===== src/rtl/switch_debounce_pkg.sv =====
// -----------------------------------------------------------------------------
// switch_debounce_pkg
// Shared constants for the slide-switch input conditioner, plus a helper
// that picks the lowest set bit of a vector in the hexdigit code space.
// -----------------------------------------------------------------------------
package switch_debounce_pkg;

  localparam int unsigned SWDB_DB_CYCLES_DEFAULT = 250000;
  localparam logic [4:0]  SWDB_IDX_OFF           = 5'd20;  // hexdigit "blank"
  localparam int unsigned SWDB_WIDTH_DEFAULT     = 10;

  // Lowest index with its bit set, or the blank code when the vector is empty.
  function automatic logic [4:0] swdb_lowest_idx(input logic [31:0] vec);
    logic [4:0] idx;
    idx = SWDB_IDX_OFF;
    for (int i = 31; i >= 0; i--) begin
      if (vec[i]) idx = 5'(i);
    end
    return idx;
  endfunction

endpackage


===== src/rtl/switch_debounce_bit.sv =====
// -----------------------------------------------------------------------------
// switch_debounce_bit
// One switch channel: 2-flop synchroniser, stability counter, debounced level
// and registered one-cycle rise/fall pulses.
//
// Ports
//   clk      in   system clock
//   rst      in   asynchronous active-high reset
//   pin      in   raw switch pin (asynchronous to clk)
//   state    out  debounced level
//   rise     out  one-cycle pulse on an accepted 0->1 change
//   fall     out  one-cycle pulse on an accepted 1->0 change
//   event_d  out  next-cycle value of (rise | fall); lets the parent register
//                 its OR in the same cycle as the pulses
// -----------------------------------------------------------------------------
module switch_debounce_bit
  import switch_debounce_pkg::*;
#(
  parameter int unsigned DB_CYCLES = SWDB_DB_CYCLES_DEFAULT
) (
  input  logic clk,
  input  logic rst,
  input  logic pin,
  output logic state,
  output logic rise,
  output logic fall,
  output logic event_d
);

  // The counter tops out at DB_CYCLES-1, so it never needs to wrap.
  localparam int unsigned     CNT_W   = $clog2(DB_CYCLES);
  localparam logic [CNT_W-1:0] CNT_MAX = CNT_W'(DB_CYCLES - 1);

  logic             sync1_q, sync1_d;
  logic             sync2_q, sync2_d;
  logic [CNT_W-1:0] cnt_q,   cnt_d;
  logic             state_q, state_d;
  logic             rise_q,  rise_d;
  logic             fall_q,  fall_d;

  always_comb begin
    // NOTE: every always_comb output gets a default first so no path can
    // leave it unassigned and infer a latch.
    sync1_d = pin;
    sync2_d = sync1_q;
    cnt_d   = cnt_q;
    state_d = state_q;
    rise_d  = 1'b0;
    fall_d  = 1'b0;

    if (sync2_q == state_q) begin
      cnt_d = '0;
    end else if (cnt_q == CNT_MAX) begin
      // Level has differed for DB_CYCLES consecutive cycles: accept it.
      state_d = sync2_q;
      cnt_d   = '0;
      rise_d  = sync2_q;
      fall_d  = ~sync2_q;
    end else begin
      cnt_d = cnt_q + CNT_W'(1);
    end
  end

  // NOTE: sequential state uses non-blocking assignments so every flop
  // samples pre-edge values regardless of statement order.
  always_ff @(posedge clk or posedge rst) begin
    if (rst) begin
      sync1_q <= 1'b0;
      sync2_q <= 1'b0;
      cnt_q   <= '0;
      state_q <= 1'b0;
      rise_q  <= 1'b0;
      fall_q  <= 1'b0;
    end else begin
      sync1_q <= sync1_d;
      sync2_q <= sync2_d;
      cnt_q   <= cnt_d;
      state_q <= state_d;
      rise_q  <= rise_d;
      fall_q  <= fall_d;
    end
  end

  assign state   = state_q;
  assign rise    = rise_q;
  assign fall    = fall_q;
  assign event_d = rise_d | fall_d;

endmodule


===== src/rtl/switch_debounce.sv =====
// -----------------------------------------------------------------------------
// switch_debounce
// Synchronises and debounces the slide switches, producing a stable level
// vector plus registered one-cycle rise/fall pulses and their OR.
//
// Optional feature macro: SWITCH_DEBOUNCE_LASTIDX_EN adds last_idx, the index
// of the most recently changed switch in hexdigit code (20 = blank).
//
// Ports
//   clk       in   system clock
//   rst       in   asynchronous active-high reset
//   stswi     in   raw switch pins [WIDTH]
//   sw_state  out  debounced levels [WIDTH]
//   sw_rise   out  accepted 0->1 pulses [WIDTH]
//   sw_fall   out  accepted 1->0 pulses [WIDTH]
//   sw_any    out  OR of all pulses, same cycle
//   last_idx  out  last changed switch index [5] (macro only)
// -----------------------------------------------------------------------------
module switch_debounce
  import switch_debounce_pkg::*;
#(
  parameter int unsigned WIDTH     = SWDB_WIDTH_DEFAULT,
  parameter int unsigned DB_CYCLES = SWDB_DB_CYCLES_DEFAULT
) (
  input  logic             clk,
  input  logic             rst,
  input  logic [WIDTH-1:0] stswi,
  output logic [WIDTH-1:0] sw_state,
  output logic [WIDTH-1:0] sw_rise,
  output logic [WIDTH-1:0] sw_fall,
  output logic             sw_any
`ifdef SWITCH_DEBOUNCE_LASTIDX_EN
  ,
  output logic [4:0]       last_idx
`endif
);

  logic [WIDTH-1:0] event_d;
  logic             sw_any_q, sw_any_d;

  for (genvar i = 0; i < WIDTH; i++) begin : g_bit
    switch_debounce_bit #(
      .DB_CYCLES(DB_CYCLES)
    ) u_bit (
      .clk    (clk),
      .rst    (rst),
      .pin    (stswi[i]),
      .state  (sw_state[i]),
      .rise   (sw_rise[i]),
      .fall   (sw_fall[i]),
      .event_d(event_d[i])
    );
  end

  // Built from next-state pulses so the registered OR lines up with them.
  always_comb begin
    sw_any_d = |event_d;
  end

  always_ff @(posedge clk or posedge rst) begin
    if (rst) sw_any_q <= 1'b0;
    else     sw_any_q <= sw_any_d;
  end

  assign sw_any = sw_any_q;

`ifdef SWITCH_DEBOUNCE_LASTIDX_EN
  logic [4:0] last_idx_q, last_idx_d;

  // Rises win over falls; within a group the lowest index wins.
  always_comb begin
    last_idx_d = last_idx_q;
    if (sw_any_q) begin
      last_idx_d = (|sw_rise) ? swdb_lowest_idx(32'(sw_rise))
                              : swdb_lowest_idx(32'(sw_fall));
    end
  end

  always_ff @(posedge clk or posedge rst) begin
    if (rst) last_idx_q <= SWDB_IDX_OFF;
    else     last_idx_q <= last_idx_d;
  end

  assign last_idx = last_idx_q;
`endif

endmodule


===== config.mk =====
export PLATFORM = sky130hd
export DESIGN_NAME = switch_debounce
export DESIGN_NICKNAME = d
export VERILOG_FILES = /design/src/rtl/switch_debounce_pkg.sv /design/src/rtl/switch_debounce_bit.sv /design/src/rtl/switch_debounce.sv
export SDC_FILE = /design/constraint.sdc
export NUM_CORES = 1
export LEC_CHECK = 0
export CAP_MARGIN = 20
export CORE_ASPECT_RATIO = 0.5
export CORE_MARGIN = 1.5
export CORE_UTILIZATION = 60
export DETAILED_ROUTE_END_ITERATION = 10
export GPL_TIMING_DRIVEN = 0
export HOLD_SLACK_MARGIN = 0.15
export PLACE_DENSITY = 0.83
export SYNTH_ARGS = -nofsm -noshare
export SYNTH_HDL_FRONTEND = slang
export SYNTH_SLANG_ARGS = --single-unit

===== constraint.sdc =====
create_clock -name clk -period 10.3 [get_ports clk]
set_clock_uncertainty 0.05 [all_clocks]
set_input_delay 3.09 -clock clk [delete_from_list [all_inputs] [get_ports clk]]
set_output_delay 3.09 -clock clk [all_outputs]
set_load 0.02 [all_outputs]

==> metrics.md <==
| Metric | Value |
|---|---|
| R2r startpoint | `g_bit[9].u_bit.cnt_q[0]$_DFF_PP0_` |
| Largest area contributor in the netlist | `dfrtp_1` |
| Worst-path clk slew | `around 70 ps` |
| Gpl congestion | `around 0.85` |
| R2R Setup Slk | `8000 ps` |
| Share of the synthesized area in the top cell type | `54.6%` |
| CORE AREA | `between 15000 and 20000 um^2` |
| Most frequent cell after synthesis | `dfrtp_1` |
| Cell variety after synth | `41` |
| DR WL/cell | `14.1 um` |
| ANT cells | `0` |
| Cell area after layout | `12000 um^2` |
| Latest clock arrival within the worst-skew pair | `490 ps` |
| Min cycle time layout | `roughly 4800 ps` |
| Post-synthesis async set-or-reset flop share | `100%` |
| Main area contributors after synthesis | `dfrtp_1 (55%), nor2_1 (7.4%), xnor2_1 (7.3%), xor2_1 (6.8%), nand3_1 (2.8%)` |
| Worst slew pin tran | `890 ps` |
| Die Y | `between 90 and 100 um` |
| Overall die width | `191 um` |
| FMAX | `210 MHz` |
| Multi-input gate area | `4400 um^2` |
| Setup bufs post-CTS | `0` |
| Pwr Density | `roughly 150 nW/um^2` |
| Die Footprint | `~18000 um^2` |
| Post-Place Setup Slack | `5480 ps` |
| Share of cells above drive strength 1 | `7.68%` |
| TritonCTS buffer count | `21` |
| Worst hold path class | `flop to flop` |
| Mapped Nets | `1049` |
| CTS tree | `done` |
| Most frequent cells after synthesis | `dfrtp_1 (231), nor2_1 (208), xnor2_1 (88)` |
| Area Overhead vs Synth | `13.2%` |
| ANT nets after route | `0` |
| Worst rel slew slack | `40.7%` |
| Final Cycle Share | `46.3%` |
| EDFF count, synth | `0` |
| Vias in the first global route | `a little over 7000` |
| Mapped Cells | `1027` |
| Tot GR Track Use | `21.5%` |
| Initial Utilization | `around three fifths` |
| Largest net degree at the start of global routing | `133` |
| CP Class | `flop to output pin` |
| Max Root-Sink Buffers | `3` |
| DRT Pass-1 Iters | `7` |
| LEAKAGE | `5.22 nW` |
| Final Util | `69.2%` |
| Initial detailed-routing violation count | `between 400 and 500` |
| Max_cap viols | `0` |
| HPWL after detailed placement | `between 10000 and 15000 um` |
| Fillers | `about 1300` |
| Setup crit end kind | `output pin` |
| Arr. time, crit path | `between 1500 and 2000 ps` |
| Global-route wire length before repair | `about 33000 um` |
| Synth Area per Inst | `10.3 um^2` |
| Yosys reg bits | `231` |
| Top Ports | `43` |
| Worst Setup Slack, final | `5530 ps` |
| Routed Wire Length | `18900 um` |
| Std cell rows | `34` |
| Synthesized cell area | `between 10000 and 15000 um^2` |
| Critical Path Start | `g_bit[2].u_bit.state$_DFFE_PP0P_` |
| Initial antenna violation count | `0` |
| Sequential cell area | `5780 um^2` |
| Ys Warns | `0` |
| Seq/Total Area, Yosys | `54.6%` |
| Vias | `~7300` |
| Root buffer cell | `clkbuf_16` |
| Final hold violation count | `0` |
| Status | `completed` |
| Vias/cell | `5.43` |
| Grt ovf | `0` |
| R2r worst-path depth | `7` |
| Number of remaining DRC errors | `0` |
| Final Setup Violations | `0` |
| Hold buffers post-CTS | `0` |
| Fin. max-slew vios | `0` |
| Critical path startpoint category | `flop` |
| Unrepaired setup endpoints after global routing | `no` |
| R2r endpoint | `g_bit[9].u_bit.cnt_q[8]$_DFF_PP0_` |
| Worst Path Max Fanout | `5` |
| VDD IR max | `0.0000901 V` |
| Crit path to | `sw_state[2]` |
| IO Port Bufs | `42` |
| Placed Instances | `~1300` |
| Post-CTS resize count | `0` |
| Final Non-Filler Cells | `1341` |
| DP Area | `11300 um^2` |
| CTS Sinks | `231` |
| Nets@finish | `1115` |
| Max H-tree Level | `1` |
| Top_reg_cell synth | `dfrtp_1` |
| Sum Neg Setup Slack | `0 ps` |
| CP Data Required Time | `7160 ps` |
## kinds of logic (layout without fill, tap and decap cells)
family,count (synthesis),count (layout),share of synthesized area [%]
fa+ha+maj,10,10,1.18
xor+xnor,170,170,14.1
compound gates,3,3,0.201
flops,231,231,54.6
buf+inv,69,149,3.79
mux,6,6,0.639
simple gates,538,538,25.5
## per-stage QoR
stage,hold slack (ps),power [mW]
after detailed placement,285,1.01
after global routing,308,1.80
final,299,1.74
after CTS,300,1.76
after floorplan,281,0.986
after global placement,283,1.00
## cell usage in the layout, fill, tap and decap left out, types with 2 or more instances in the layout
cell type,n
dfrtp_1,231
nor2_1,208
xnor2_1,88
xor2_1,82
nand2_1,71
nand3_1,60
nand4_1,45
clkdlybuf4s50_1,42
and3_1,32
buf_4,31
nor3b_1,25
clkbuf_1,21
clkbuf_16,21
nor3_1,19
nor4_1,18
inv_1,17
and4_1,15
ha_1,10
or2_2,6
mux2_2,6
nor2b_1,5
and2_1,5
buf_2,5
or3_1,5
nor4b_1,5
nand3b_1,4
clkinv_2,4
nor4bb_1,3
clkbuf_8,3
or4_1,2
## power by group
| part | switching, mW | internal (mW) |
|---|---|---|
| clock network | 0.323 | 0.424 |
| logic | 0.0380 | 0.0184 |
| registers | 0.0121 | 0.921 |
## worst max-delay path, cell delays in order, from the launching register on
cell	delay (ps)
dfrtp_1	410
buf_4	140
clkdlybuf4s50_1	590
## metal layers
metal | track usage [%] | wire, um | share of wire, % | vias to the layer above
met4 | 4.78 | 282 | 1.5 | 0
met1 | 29.8 | 8750 | 46 | 3581
met2 | 35.5 | 9080 | 48 | 131
met3 | 4.06 | 748 | 4.0 | 28
met5 | 0 | 0 | 0 | -
li1 | - | - | - | 3548
## layout make-up
type	count	share of cell area [%]
sequential	231	48.3
buffer	51	2.78
tap	234	2.45
multi-input combinational	727	36.7
clock inverter	5	0.418
timing repair buffer	43	3.74
inverter	18	0.627
clock buffer	32	4.98
## registers in the layout (all words and copies together) (netlist names)
signal and count:
g_bit.u_bit.sync1_q 10, g_bit.u_bit.cnt_q 180, g_bit.u_bit.state 10, g_bit.u_bit.sync2_q 10
sw_any 1, g_bit.u_bit.rise 10, g_bit.u_bit.fall 10
## how the worst min path moves through the flow
| stage | from | cells past startpoint | slack (ps) | to |
|---|---|---|---|---|
| after CTS | g_bit[4].u_bit.sync1_q$_DFF_PP0_ | 0 | 300 | g_bit[4].u_bit.sync2_q$_DFF_PP0_ |
| after floorplan | g_bit[0].u_bit.sync1_q$_DFF_PP0_ | 0 | 280 | g_bit[0].u_bit.sync2_q$_DFF_PP0_ |
| after global routing | g_bit[6].u_bit.sync1_q$_DFF_PP0_ | 0 | 310 | g_bit[6].u_bit.sync2_q$_DFF_PP0_ |
| final | g_bit[4].u_bit.sync1_q$_DFF_PP0_ | 0 | 300 | g_bit[4].u_bit.sync2_q$_DFF_PP0_ |
| after global placement | g_bit[9].u_bit.sync1_q$_DFF_PP0_ | 0 | 280 | g_bit[9].u_bit.sync2_q$_DFF_PP0_ |
| after detailed placement | g_bit[4].u_bit.sync1_q$_DFF_PP0_ | 0 | 280 | g_bit[4].u_bit.sync2_q$_DFF_PP0_ |
No activity file was read; power rests on OpenSTA's default activity.
